[src/rtl/geriyaz_yazmac_obegi_pkg.sv]
// ============================================================================
// Module   : geriyaz_yazmac_obegi_pkg
// Purpose  : Shared writeback-stage definitions: source-select encoding,
//            write-enable bit position inside the writeback micro-op and the
//            fixed upper bits used to rebuild link addresses from the PC.
//            The execute stage builds its writeback micro-op from the same
//            definitions.
// Revision : 1.0  initial release
// ============================================================================
`default_nettype none

package geriyaz_yazmac_obegi_pkg;

   // Writeback source select, micro-op bits [1:0]; 2'b11 is reserved.
   typedef enum logic [1:0] {
      GY_SEC_AMB  = 2'b00,   // ALU / divider / crypto / load result
      GY_SEC_CARP = 2'b01,   // multiplier result
      GY_SEC_PS   = 2'b10,   // link value built from the incremented PC
      GY_SEC_RSV  = 2'b11    // reserved, behaves as GY_SEC_AMB
   } gy_sec_e;

   // Position of the write-enable bit (YAZ) inside the 3-bit micro-op.
   localparam int unsigned GY_YAZ_BIT = 2;

   // Fixed upper byte of every instruction address in this core's memory map.
   localparam logic [7:0] GY_PS_UST = 8'h40;

   // Rebuild a full 32-bit link address from the halfword-granular PC field.
   function automatic logic [31:0] gy_ps_deger(input logic [18:1] ps_artmis);
      return {GY_PS_UST, 5'b0_0000, ps_artmis, 1'b0};
   endfunction

endpackage : geriyaz_yazmac_obegi_pkg

`default_nettype wire

[src/rtl/geriyaz_yazmac_obegi_yazmac_obegi.sv]
// ============================================================================
// Module   : geriyaz_yazmac_obegi_yazmac_obegi
// Purpose  : 31 x 32-bit integer register array (x1..x31) with one
//            synchronous write port, two asynchronous read ports and a
//            synchronous clear. x0 is hard-wired to zero.
// Ports    : clk_i      - clock
//            rst_i      - synchronous active-high clear of x1..x31
//            i_yaz      - write enable (caller guarantees i_yaz_adres != 0)
//            i_yaz_adres/i_yaz_deger - write address / data
//            i_rs1_adres/i_rs2_adres - read addresses
//            o_rs1_deger/o_rs2_deger - read data (combinational)
// Revision : 1.0  initial release
// ============================================================================
`default_nettype none

module geriyaz_yazmac_obegi_yazmac_obegi
   import geriyaz_yazmac_obegi_pkg::*;
(
   input  logic        clk_i,
   input  logic        rst_i,
   input  logic        i_yaz,
   input  logic [4:0]  i_yaz_adres,
   input  logic [31:0] i_yaz_deger,
   input  logic [4:0]  i_rs1_adres,
   input  logic [4:0]  i_rs2_adres,
   output logic [31:0] o_rs1_deger,
   output logic [31:0] o_rs2_deger
);

   logic [31:0] w_dizi [32];

   for (genvar i = 0; i < 32; i++) begin : g_yazmac
      if (i == 0) begin : g_x0
         // x0 has no storage at all, so it can never hold anything but zero.
         assign w_dizi[i] = 32'h0000_0000;
      end else begin : g_xn
         logic [31:0] r_deger;
         always_ff @(posedge clk_i) begin
            if (rst_i) begin
               r_deger <= 32'h0000_0000;
            end else if (i_yaz && (i_yaz_adres == 5'(i))) begin
               r_deger <= i_yaz_deger;
            end
         end
         assign w_dizi[i] = r_deger;
      end
   end

   assign o_rs1_deger = w_dizi[i_rs1_adres];
   assign o_rs2_deger = w_dizi[i_rs2_adres];

endmodule : geriyaz_yazmac_obegi_yazmac_obegi

`default_nettype wire

[src/rtl/geriyaz_yazmac_obegi.sv]
// ============================================================================
// Module   : geriyaz_yazmac_obegi
// Purpose  : Writeback stage plus integer register file. Selects the final
//            rd value from the execute-stage bundle, commits it to the
//            register array, serves two combinational read ports and drives
//            the writeback forwarding bus.
// Config   : GY_YAZMA_ATLATMA_EN - when defined, reads of the committing rd
//            return the new value in the same cycle (write-through bypass).
//            When undefined, reads return array contents only.
// Ports    : clk_i, rst_i (synchronous, active-high)
//            yurut_rd_adres_i / yurut_ps_artmis_i / yurut_rd_deger_i /
//            yurut_carp_deger_i / yurut_mikroislem_i - execute-stage bundle
//            cyo_rs1_adres_i / cyo_rs2_adres_i      - read addresses
//            cyo_rs1_deger_o / cyo_rs2_deger_o      - read data
//            cyo_gy_yaz_o / cyo_gy_rd_adres_o / cyo_gy_deger_o - forwarding
// Revision : 1.0  initial release
// ============================================================================
`default_nettype none

module geriyaz_yazmac_obegi
   import geriyaz_yazmac_obegi_pkg::*;
(
   input  logic        clk_i,
   input  logic        rst_i,
   input  logic [4:0]  yurut_rd_adres_i,
   input  logic [18:1] yurut_ps_artmis_i,
   input  logic [31:0] yurut_rd_deger_i,
   input  logic [31:0] yurut_carp_deger_i,
   input  logic [2:0]  yurut_mikroislem_i,
   input  logic [4:0]  cyo_rs1_adres_i,
   input  logic [4:0]  cyo_rs2_adres_i,
   output logic [31:0] cyo_rs1_deger_o,
   output logic [31:0] cyo_rs2_deger_o,
   output logic        cyo_gy_yaz_o,
   output logic [4:0]  cyo_gy_rd_adres_o,
   output logic [31:0] cyo_gy_deger_o
);

   gy_sec_e     w_sec;
   logic        w_yaz;
   logic [31:0] w_secilen;
   logic [31:0] w_rs1_dizi;
   logic [31:0] w_rs2_dizi;

   assign w_sec = gy_sec_e'(yurut_mikroislem_i[1:0]);

   // A write to x0 is dropped here, so neither the array nor the bypass ever
   // sees it.
   assign w_yaz = yurut_mikroislem_i[GY_YAZ_BIT] && (yurut_rd_adres_i != 5'd0);

   always_comb begin
      w_secilen = yurut_rd_deger_i;
      case (w_sec)
         GY_SEC_CARP: w_secilen = yurut_carp_deger_i;
         GY_SEC_PS:   w_secilen = gy_ps_deger(yurut_ps_artmis_i);
         default:     w_secilen = yurut_rd_deger_i;   // AMB and reserved
      endcase
   end

   geriyaz_yazmac_obegi_yazmac_obegi u_yazmac_obegi (
      .clk_i       (clk_i),
      .rst_i       (rst_i),
      .i_yaz       (w_yaz),
      .i_yaz_adres (yurut_rd_adres_i),
      .i_yaz_deger (w_secilen),
      .i_rs1_adres (cyo_rs1_adres_i),
      .i_rs2_adres (cyo_rs2_adres_i),
      .o_rs1_deger (w_rs1_dizi),
      .o_rs2_deger (w_rs2_dizi)
   );

`ifdef GY_YAZMA_ATLATMA_EN
   // Write-through: a read of the register being committed this cycle sees
   // the new value, so decode needs no writeback hazard stall.
   assign cyo_rs1_deger_o = (w_yaz && (cyo_rs1_adres_i == yurut_rd_adres_i)) ?
                            w_secilen : w_rs1_dizi;
   assign cyo_rs2_deger_o = (w_yaz && (cyo_rs2_adres_i == yurut_rd_adres_i)) ?
                            w_secilen : w_rs2_dizi;
`else
   assign cyo_rs1_deger_o = w_rs1_dizi;
   assign cyo_rs2_deger_o = w_rs2_dizi;
`endif

   assign cyo_gy_yaz_o      = w_yaz;
   assign cyo_gy_rd_adres_o = yurut_rd_adres_i;
   assign cyo_gy_deger_o    = w_secilen;

endmodule : geriyaz_yazmac_obegi

`default_nettype wire
[config.mk]
export PLATFORM = sky130hd
export DESIGN_NAME = geriyaz_yazmac_obegi
export DESIGN_NICKNAME = d
export VERILOG_FILES = /design/src/rtl/geriyaz_yazmac_obegi_pkg.sv /design/src/rtl/geriyaz_yazmac_obegi_yazmac_obegi.sv /design/src/rtl/geriyaz_yazmac_obegi.sv
export SDC_FILE = /design/constraint.sdc
export NUM_CORES = 2
export LEC_CHECK = 0
export CAP_MARGIN = 15
export CORE_UTILIZATION = 37
export DETAILED_ROUTE_END_ITERATION = 8
export PLACE_DENSITY = 0.57
export SLEW_MARGIN = 20
export SYNTH_ARGS = -nofsm -noshare
export SYNTH_HDL_FRONTEND = slang
export SYNTH_SLANG_ARGS = --single-unit
[constraint.sdc]
create_clock -name clk_i -period 2 [get_ports clk_i]
set_input_delay 0.3 -clock clk_i [delete_from_list [all_inputs] [get_ports clk_i]]
set_output_delay 0.3 -clock clk_i [all_outputs]
set_load 0.05 [all_outputs]
==> metrics.md <==
| Metric | Value |
|---|---|
| Post-Synth Adder-Cell Area | less than 1% |
| Cts bufs inserted | 109 |
| Synth Area per Inst | around 8.2 um^2 |
| Initial antenna violation count | 3 |
| Largest net degree at the start of global routing | 115 |
| Biggest regs | u_yazmac_obegi.g_yazmac.g_xn.r_deger (992) |
| First-pass GRT wire length | 307,800 um |
| Fin. max-slew vios | 0 |
| Clock Sinks | 992 |
| Critical path type | register to output port |
| Post-Synth Simple-Gate Area | 17.58% |
| CTS tree | done |
| Max Fanout on Critical Path | 2 |
| Metal3 WL | 19,560 um |
| Synthesized cell area | 0.05141 mm^2 |
| Wire length on met1 | 92,620 um |
| Met2 routed WL | 90,550 um |
| H-tree levels | 3 |
| #FFs+latches synth | between 900 and 1,000 |
| Syn nets | approximately 6,400 |
| Share of layout cells above drive strength 1 | 24.37% |
| DR iter-0 viols | 5,617 |
| Data arrival, critical path | 2570 ps |
| DR vias/cell | between 5 and 6 |
| Post-synth top area share | 38.63% |
| Final hold violation count | 0 |
| Multiplexer area fraction after synthesis | 19.16% |
| Top post-synthesis cells by area | dfxtp_1 (39%), mux2i_1 (15%), nand2_1 (9.9%) |
| Placed inst area | about 0.064 mm^2 |
| Routed Antenna Nets | 0 |
| Sequential area share after synthesis | 38.63% |
| Relative slew slack | 59.08% |
| Initial Util | 37.34% |
| Synth Area in XOR/XNOR | 0% |
| Fin crit period | roughly 2900 ps |
| Syn Inst Count | 6,288 |
| Die width | roughly 370 um |
| DR top layer | met5 |
| CP Launch Type | register |
| Worst Hold Class | primary input to register |
| Largest family of logic cells by synthesized area | compound AO/OA/AOI/OAI gates |
| Vias in the first global route | 47,280 |
| DIE HEIGHT | 374.7 um |
| Most flops, register | u_yazmac_obegi.g_yazmac.g_xn.r_deger |
| Routability Congestion | between 0.9 and 1 |
| Initial DRT Pass Iterations | 6 |
| Detailed Place HPWL | 138,700 um |
| Fmax achieved | ~350 MHz |
| RSZ-0062 raised after global routing | yes |
| Status | finished, violations left |
| # DRC | 0 |
| Synth cell types | 37 |
| Post-synthesis compound-gate area fraction | about a fifth |
| FP Rows | 136 |
| EDFF count, synth | 0 |
| Clk_lat worst skew | 740 ps |
| Layout area overhead | 35.93% |
| Crit path required time | 1700 ps |
| Max Cap Viol | 0 |
| Mean routed wirelength per cell | 24.29 um |
| YS warnings | 0 |
| Final setup violation count | 80 |
| Final worst-path cycle share | 143.3% |
| DIE AREA | 0.1404 mm^2 |
| Post-synth top flop | dfxtp_1 |
| Hold slack final | approximately 430 ps |
| Actual slew at the worst max-slew pin | 613.7 ps |
| Port-buffer cells | a little over 200 |
| CTS clock-pin slew for the worst setup and hold paths | approximately 60 ps |
| Setup ws final | -865.4 ps |
| Maximum vdd drop | about 0.68 mV |
| Vias post-DR | 49,880 |
| WL final | 208,100 um |
| Overflow after GRT | 0 |
| Clk Tree Root Cell | clkbuf_16 |
| Crit path capture type | output port |
| Total GRT Usage | 28.57% |
| Commonest cells in the netlist | nand2_1 (1,355), dfxtp_1 (992), mux2i_1 (768) |
| Max reg flops | 992 |
| Failing checks | negative setup slack |
| Setup TNS | -44,410 ps |
| Pwr Density | roughly 730 mW/mm^2 |
| Largest area contributor in the netlist | dfxtp_1 |
| IO Pins | 204 |
| Pleak | 25.66 nW |
| Post-synth ARST share | 0% |
| Total power | 50.99 mW |
| Total core area | 0.1377 mm^2 |
| CTS max path bufs | 3 |
| Finished Cell Area | 0.06988 mm^2 |
| Most common cell in the synthesized netlist | nand2_1 |
| Worst clock skew | 0 ps |
| Final nets | 6,783 |
## kinds of logic after synthesis
group | Yosys count
simple gates | 2180
compound gates | 1556
flops | 992
mux | 896
buf+inv | 662
fa+ha+maj | 2
## layout make-up
type	instances	area, um^2
fill	12510	67790
multi-input combinational	4634	32050
sequential	992	19950
timing repair buffer	926	11800
clock buffer	155	3152
tap	1794	2245
clock inverter	49	596.8
inverter	16	80.08
antenna	2	5.005
## placed cells by master (no fill, tap or decap), drive strengths merged, types with 77 or more instances in the layout
cell           Yosys  routed
dfxtp            992     992
nand2           1362    1362
nor2             444     444
buf              227     831
nand3            206     206
clkbuf           419     157
clkdlybuf4s50      0      89
a21oi            728     728
mux2i            768     768
a22oi            277     277
nor2b             77      77
a211oi           403     403
## per-layer routing
metal / vias to the layer above / global-route usage [%]
met3: 316 / 6.783
li1: 23050 / -
met1: 24350 / 40.43
met4: 2 / 8.382
met5: - / 0
met2: 2161 / 42.77
## worst max-delay path, stage by stage, from the launching register on
cell and delay, ps:
dfxtp_2 320, buf_6 110, mux4_2 500, nor2b_4 150
nor3_4 70, a31oi_4 250, buf_6 150, nand3_4 80
buf_12 160
## stage by stage
stage	utilization, %	setup WS, ps	cells
6_report	50.76	-865.4	8568
5_1_grt	50.76	-891.7	8566
4_1_cts	50.17	-875.0	8552
3_5_place_dp	46.19	-857.7	8355
3_3_place_gp	46.19	-848.2	8355
2_1_floorplan	-	-17.22	6288
## timing repair
action | CTS | global route
gates resized for setup | 386 | 144
hold endpoints to repair | 6 | 0
cloned | 2 | 2
pin swaps | 70 | 32
buffers inserted | 28 | 18
hold buffers | 1 | 0
endpoints found under the setup margin | 97 | 91
## where the power goes
| part | internal, mW | switching, mW |
|---|---|---|
| Clock | 12.3 | 9.07 |
| Sequential | 19.9 | 0.140 |
| Combinational | 3.89 | 5.65 |
## path summary, 6_finish.rpt
check                                                            from                                                        to  slack, ps  cells after the start
max          u_yazmac_obegi.g_yazmac[7].g_xn.r_deger[16]$_SDFFE_PP0P_                                       cyo_rs1_deger_o[16]       -870                      8
max reg2reg  u_yazmac_obegi.g_yazmac[2].g_xn.r_deger[29]$_SDFFE_PP0P_  u_yazmac_obegi.g_yazmac[2].g_xn.r_deger[29]$_SDFFE_PP0P_       1120                      2
min                                               yurut_rd_deger_i[9]   u_yazmac_obegi.g_yazmac[7].g_xn.r_deger[9]$_SDFFE_PP0P_        430                      6
min reg2reg  u_yazmac_obegi.g_yazmac[7].g_xn.r_deger[11]$_SDFFE_PP0P_  u_yazmac_obegi.g_yazmac[7].g_xn.r_deger[11]$_SDFFE_PP0P_        470                      2
(Power assumes the default switching activity.)
